$ cat src/rtl/echo_say_arbiter.sv
// Round-robin arbiter sharing one guarded `say` method (ENA/RDY + payload)
// among N clients in front of a single Echo `say` port.
//
// Ports:
//   CLK, nRST      clock (rising edge) and asynchronous active-low reset
//   cli_want       per-client ownership request
//   cli_say__ENA   per-client say enable
//   cli_say_v      per-client payload, client i in bits [i*W +: W]
//   cli_say__RDY   per-client say guard (only the owner can see RDY)
//   say__ENA       downstream say enable
//   say_v          downstream say payload
//   say__RDY       downstream say guard (Echo fifo enq ready)
//   grant          one-hot current owner, zero when idle
//   xfer_count     completed downstream transfers (wraps)
//   proto_err      sticky flag: some client fired ENA without RDY
module echo_say_arbiter #(
    parameter int unsigned N         = 4,
    parameter int unsigned W         = 32,
    parameter int unsigned MAX_BURST = 4
) (
    input  logic             CLK,
    input  logic             nRST,
    input  logic [N-1:0]     cli_want,
    input  logic [N-1:0]     cli_say__ENA,
    input  logic [N*W-1:0]   cli_say_v,
    output logic [N-1:0]     cli_say__RDY,
    output logic             say__ENA,
    output logic [W-1:0]     say_v,
    input  logic             say__RDY,
    output logic [N-1:0]     grant,
    output logic [31:0]      xfer_count,
    output logic             proto_err
);

    localparam int unsigned IW = (N > 1) ? $clog2(N) : 1;
    localparam int unsigned BW = 4;

    typedef enum logic {
        IDLE  = 1'b0,
        OWNED = 1'b1
    } state_t;

    state_t          state_q, state_d;
    logic [IW-1:0]   owner_q, owner_d;
    logic [IW-1:0]   rr_ptr_q, rr_ptr_d;
    logic [BW-1:0]   burst_q, burst_d;
    logic [31:0]     count_d;
    logic            perr_d;
    logic [IW-1:0]   pick;
    logic [IW-1:0]   idx;

    // First requester at or after rr_ptr, wrapping; descending loop so the
    // closest index to rr_ptr is written last and wins.
    always_comb begin : scan
        pick = rr_ptr_q;
        idx  = '0;
        for (int k = int'(N) - 1; k >= 0; k--) begin
            idx = IW'((32'(rr_ptr_q) + 32'(k)) % N);
            if (cli_want[idx]) begin
                pick = idx;
            end
        end
    end

    // Owner-routed guard/enable/payload mux, then next-state logic.
    always_comb begin : fsm_comb
        grant        = '0;
        cli_say__RDY = '0;
        say__ENA     = 1'b0;
        say_v        = '0;
        state_d      = state_q;
        owner_d      = owner_q;
        rr_ptr_d     = rr_ptr_q;
        burst_d      = burst_q;
        count_d      = xfer_count;

        if (state_q == OWNED) begin
            grant[owner_q]        = 1'b1;
            cli_say__RDY[owner_q] = say__RDY;
            say__ENA              = cli_say__ENA[owner_q] & say__RDY;
            say_v                 = cli_say_v[32'(owner_q) * W +: W];
        end

        // Any enable not matched by its guard is a violation and is dropped.
        perr_d = proto_err | (|(cli_say__ENA & ~cli_say__RDY));

        if (say__ENA) begin
            count_d = xfer_count + 32'd1;
        end

        case (state_q)
            IDLE: begin
                if (|cli_want) begin
                    owner_d = pick;
                    burst_d = '0;
                    state_d = OWNED;
                end
            end
            OWNED: begin
                if (say__ENA) begin
                    burst_d = burst_q + BW'(1);
                end
                // Burst exhausted or owner lost interest: single release,
                // always followed by one idle bubble.
                if ((say__ENA && (burst_q == BW'(MAX_BURST - 1))) || !cli_want[owner_q]) begin
                    state_d  = IDLE;
                    burst_d  = '0;
                    rr_ptr_d = (owner_q == IW'(N - 1)) ? '0 : owner_q + IW'(1);
                end
            end
        endcase
    end

    // State and counter registers.
    always_ff @(posedge CLK or negedge nRST) begin
        if (!nRST) begin
            state_q    <= IDLE;
            owner_q    <= '0;
            rr_ptr_q   <= '0;
            burst_q    <= '0;
            xfer_count <= '0;
            proto_err  <= 1'b0;
        end else begin
            state_q    <= state_d;
            owner_q    <= owner_d;
            rr_ptr_q   <= rr_ptr_d;
            burst_q    <= burst_d;
            xfer_count <= count_d;
            proto_err  <= perr_d;
        end
    end

endmodule

$ cat config.mk
export PLATFORM = sky130hd
export DESIGN_NAME = echo_say_arbiter
export DESIGN_NICKNAME = d
export VERILOG_FILES = /design/src/rtl/echo_say_arbiter.sv
export SDC_FILE = /design/constraint.sdc
export NUM_CORES = 1
export LEC_CHECK = 0
export CORE_MARGIN = 3
export CORE_UTILIZATION = 37
export DETAILED_ROUTE_END_ITERATION = 16
export PLACE_DENSITY_LB_ADDON = 0.12
export SYNTH_ARGS = -nofsm -noshare
export SYNTH_HDL_FRONTEND = slang
export SYNTH_SLANG_ARGS = --single-unit
$ cat constraint.sdc
create_clock -name CLK -period 2.4 [get_ports CLK]
set_input_delay 0.48 -clock CLK [delete_from_list [all_inputs] [get_ports CLK]]
set_output_delay 0.48 -clock CLK [all_outputs]
set_load 0.02 [all_outputs]
==> results_tabular.tex <==
\begin{tabular}{lr}
\hline
Metric & Value \\
\hline
\multicolumn{2}{l}{\textbf{Final layout}} \\
\quad Post-layout util & 0.6662 \\
\quad Final-stage net count & roughly 660 \\
\quad Area used by sequential logic in the layout & approximately 1100 sq um \\
\quad Number of antenna cells inserted & 0 \\
\quad Count of fill cells added during filler insertion & about 700 \\
\quad Fraction of layout instances using a drive strength above 1 & 0.1868 \\
\quad Layout area overhead & 70.67\% \\
\quad Most common cell after layout, fill and taps aside & sky130\_fd\_sc\_hd\_\_clkdlybuf4s50\_1 \\
\quad Finished Cell Area & 5584 sq um \\
\quad Top library cells by usage in the layout, fill and taps aside & sky130\_fd\_sc\_hd\_\_clkdlybuf4s50\_1 (170), sky130\_fd\_sc\_hd\_\_dfrtp\_1 (41), sky130\_fd\_sc\_hd\_\_and2\_1 (39) \\
\quad Area of the multi-input gates & between 2000 and 2500 sq um \\
\multicolumn{2}{l}{\textbf{Yosys}} \\
\quad FF+latch count, synth & 42 \\
\quad Net count of the mapped netlist & 440 \\
\quad Netlist Area Pre-Place & 3272 sq um \\
\quad Synthesis Warnings & 0 \\
\quad Async set or reset register ratio after synthesis & 1.000 \\
\quad Mean instance size in the synthesized netlist & between 10 and 15 sq um \\
\quad Synth unique cells & 46 \\
\quad Number of cells produced by synthesis & between 200 and 300 \\
\quad Register area share after synthesis & 0.3212 \\
\quad EDFF count, synth & 0 \\
\quad Main synth FF type & sky130\_fd\_sc\_hd\_\_dfrtp\_1 \\
\multicolumn{2}{l}{\textbf{Die}} \\
\quad Vert. Die Dim & approximately 100 um \\
\quad Effective utilization at floorplan & 0.3904 \\
\quad Core area & 8382 sq um \\
\quad Placement Rows & 33 \\
\quad Number of top-level pins & 213 \\
\quad Die width & about 100 um \\
\quad Die Outline Area & 10010 sq um \\
\multicolumn{2}{l}{\textbf{Clocking}} \\
\quad H-tree Lvls & 2 \\
\quad Clock root buffer master & sky130\_fd\_sc\_hd\_\_clkbuf\_8 \\
\quad Num CTS Buffers & 5 \\
\quad Number of hold buffers added after cts & 0 \\
\quad Num Clock Sinks & 42 \\
\quad Longest Clk Path Bufs & 2 \\
\quad Post-CTS clock slew at the launch and capture registers of the worst setup and hold paths & 0.09 ns \\
\quad Clock network latency to the later pin of the worst-skew pair & $\sim$0.29 ns \\
\quad CTS tree & yes \\
\multicolumn{2}{l}{\textbf{Setup path}} \\
\quad Biggest cell delay along the critical path & 0.46 ns \\
\quad Flop2flop setup slack & 0.28 ns \\
\quad Cell chain of the critical path & buf\_12 -> clkbuf\_16 -> buf\_4 -> mux4\_2 -> and2\_1 -> buf\_2 \\
\quad CP Launch Type & flip-flop \\
\quad Slowest cell on the critical path & sky130\_fd\_sc\_hd\_\_dfrtp\_2 \\
\quad Capture point of the worst reg-to-reg path & burst\_q[0]\$\_DFFE\_PN0P\_ \\
\quad Number of cells on the critical path & 6 \\
\quad Cell family with the largest share of critical-path delay & buffers and inverters \\
\quad Worst setup path start & owner\_q[0]\$\_DFFE\_PN0P\_ \\
\quad CP bufs+invs & 4 \\
\quad Reg2reg path depth & 6 \\
\quad Endpoint of the worst setup timing path & say\_v[21] \\
\quad Required time at the worst-slack endpoint & 1.92 ns \\
\quad Worst-path maximum fanout & 5 \\
\quad Crit Path Category & flip-flop to output pin \\
\quad CP Capture Type & output pin \\
\quad Start of the worst register-to-register path & owner\_q[0]\$\_DFFE\_PN0P\_ \\
\quad Arr. time, crit path & 1.92 ns \\
\multicolumn{2}{l}{\textbf{Place}} \\
\quad Detailed Place HPWL & 9714 um \\
\quad Place WS & -0.2187 ns \\
\quad RePlAce Congestion & between 0.8 and 0.9 \\
\quad Number of port buffers & 212 \\
\quad Instance area after placement & approximately 5600 sq um \\
\multicolumn{2}{l}{\textbf{Power}} \\
\quad Internal power of the cells & $\sim$2.6 mW \\
\quad Clock Power Share & 0.102 \\
\quad Switching power & 1.986 mW \\
\quad Largest voltage drop on the vdd net & just over 0.7 mV \\
\quad Switching part of the total & 0.4294 \\
\quad Leak Pwr & 2.513 nW \\
\quad Share of total power in sequential cells & 0.200 \\
\quad Share of power burned in combinational logic & 0.698 \\
\quad Power density over the cells & between 800 and 900 nW/um\^{}2 \\
\multicolumn{2}{l}{\textbf{Drt}} \\
\quad Detailed-route via count & between 3000 and 4000 \\
\quad Post-route ant nets & 0 \\
\quad Remaining DRCs & 0 \\
\quad DRC violation total after the first TritonRoute iteration & around 150 \\
\quad Post-detailed-routing wire length & between 10000 and 15000 um \\
\quad Vias per std cell & $\sim$5.3 \\
\quad Detailed-routing iteration count for the pre-antenna-repair pass & 4 \\
\quad Routed wire per std cell & 19.56 um \\
\multicolumn{2}{l}{\textbf{Run}} \\
\quad Max Cap Viol & 0 \\
\multicolumn{2}{l}{\textbf{Outcome}} \\
\quad Outcome & finished with violations \\
\quad Violated checks & negative setup slack \\
\multicolumn{2}{l}{\textbf{GRT}} \\
\quad Initial antenna violation count & 0 \\
\quad First-pass GRT wire length & about 18000 um \\
\quad Number of global-route vias before repair & between 3000 and 4000 \\
\quad Maximum number of pins on one net before global-route repair & 37 \\
\quad Total congestion overflow & 0 \\
\quad Total GRT Usage & 0.2355 \\
\multicolumn{2}{l}{\textbf{STA}} \\
\quad Fin crit period & approximately 2.4 ns \\
\quad Portion of the clock cycle consumed by the worst path in the final layout & 1.002 \\
\quad Tightest slew margin relative to the limit & 0.4823 \\
\quad Endpoints failing setup & 1 \\
\quad Top achievable clock speed & between 400 and 500 MHz \\
\quad Final clock skew & between 0.01 and 0.015 ns \\
\quad Final count of hold timing violations & 0 \\
\quad RSZ-0062 raised after global routing & true \\
\quad Setup WS post-layout & -0.004540 ns \\
\quad Max-slew violation total from the final report & 0 \\
\quad Transition time at the pin with the least slew margin & 0.7765 ns \\
\multicolumn{2}{l}{\textbf{Hold path}} \\
\quad Worst Hold Class & input port to asynchronous set/reset pin \\
\hline
\end{tabular}
-- power by group through the flow --
stage                     logic, mW  clock network [mW]  registers (mW)
after floorplan                1.98                   0           0.947
after global placement         3.43                   0           0.933
after detailed placement       3.45                   0           0.937
after CTS                      3.25               0.476           0.925
after global routing           3.47               0.510           0.945
final                          3.23               0.470           0.927
-- worst reg2reg max path: cells and delay by family, from the launching register on --
kind | cells | cell delay, ns
buffers and inverters | 2 | 0.59
and+or+nand+nor | 1 | 0.13
AOI/OAI and AO/OA | 1 | 0.19
muxes | 2 | 0.67
DFF | 1 | 0.44
-- through the flow --
step,power (mW),TNS (ns),hold WS [ns],std cells
final,4.624,-0.004540,0.2536,619
after floorplan,2.925,0,0.1844,295
after CTS,4.648,-0.04012,0.2820,615
after detailed placement,4.388,-4.558,0.4697,607
after global routing,4.927,-0.3865,0.3149,619
after global placement,4.358,-4.204,0.4602,607
-- worst min-delay path by stage --
| stage | to | slack, ns | cells after the start |
|---|---|---|---|
| 5_1_grt | xfer_count[23]$_DFFE_PN0P_ | 0.31 | 1 |
| 4_1_cts | xfer_count[22]$_DFFE_PN0P_ | 0.28 | 1 |
| 6_report | xfer_count[23]$_DFFE_PN0P_ | 0.25 | 1 |
| 3_3_place_gp | xfer_count[31]$_DFFE_PN0P_ | 0.46 | 1 |
| 3_5_place_dp | xfer_count[31]$_DFFE_PN0P_ | 0.47 | 1 |
| 2_1_floorplan | burst_q[0]$_DFFE_PN0P_ | 0.18 | 0 |
-- routing by layer --
layer / track usage / up-vias / routed length [um] / part of all wire
li1: - / 1531 / - / -
met1: 0.2971 / 1593 / 4779 / 0.39
met2: 0.4171 / 142 / 6149 / 0.51
met3: 0.04726 / 20 / 919 / 0.076
met4: 0.05389 / 0 / 257 / 0.021
met5: 0 / - / 0 / 0
-- cell families (layout without fill, tap and decap cells) --
group | count (synthesis) | in the layout | synth area share
buffers and inverters | 27 | 246 | 0.04130
AOI/OAI and AO/OA | 17 | 17 | 0.04207
and+or+nand+nor | 133 | 133 | 0.2405
adders and majority gates | 6 | 6 | 0.02294
muxes | 39 | 39 | 0.2489
xor gates and xnor gates | 31 | 31 | 0.08299
DFF | 42 | 42 | 0.3212
-- cells in the mapped netlist, drive strengths merged, types with 4 or more instances --
library cell | count | share of area
ha | 6 | 0.023
xor2 | 28 | 0.075
inv | 8 | 0.0099
and2 | 39 | 0.075
buf | 11 | 0.022
nor3 | 14 | 0.023
and4 | 4 | 0.011
nand2 | 16 | 0.018
clkbuf | 8 | 0.0092
nand3 | 10 | 0.015
and3 | 10 | 0.019
nor2 | 8 | 0.0099
mux4 | 33 | 0.23
dfrtp | 42 | 0.32
nand4 | 6 | 0.011
nor4 | 12 | 0.023
mux2 | 6 | 0.022
-- area by class of cell --
type	count	area share
well taps	105	0.02353
flip-flops and latches	42	0.1884
repair buffers	230	0.3923
clock buffers	7	0.01546
inverters	8	0.005826
clock inverters	1	0.0008963
multi-input cells	226	0.3735
-- state kept, by name, summed over array words and instances (netlist names) --
register and flops:
state_q 1, rr_ptr_q 2, xfer_count 32, owner_q 2, burst_q 4, proto_err 1
-- what timing repair did --
action                                  CTS  global route
endpoints found under the setup margin   39            35
buffers inserted                          0             3
gates cloned                              0             1
gates resized for setup                  54            39
Power figures use the tool's default switching activity.
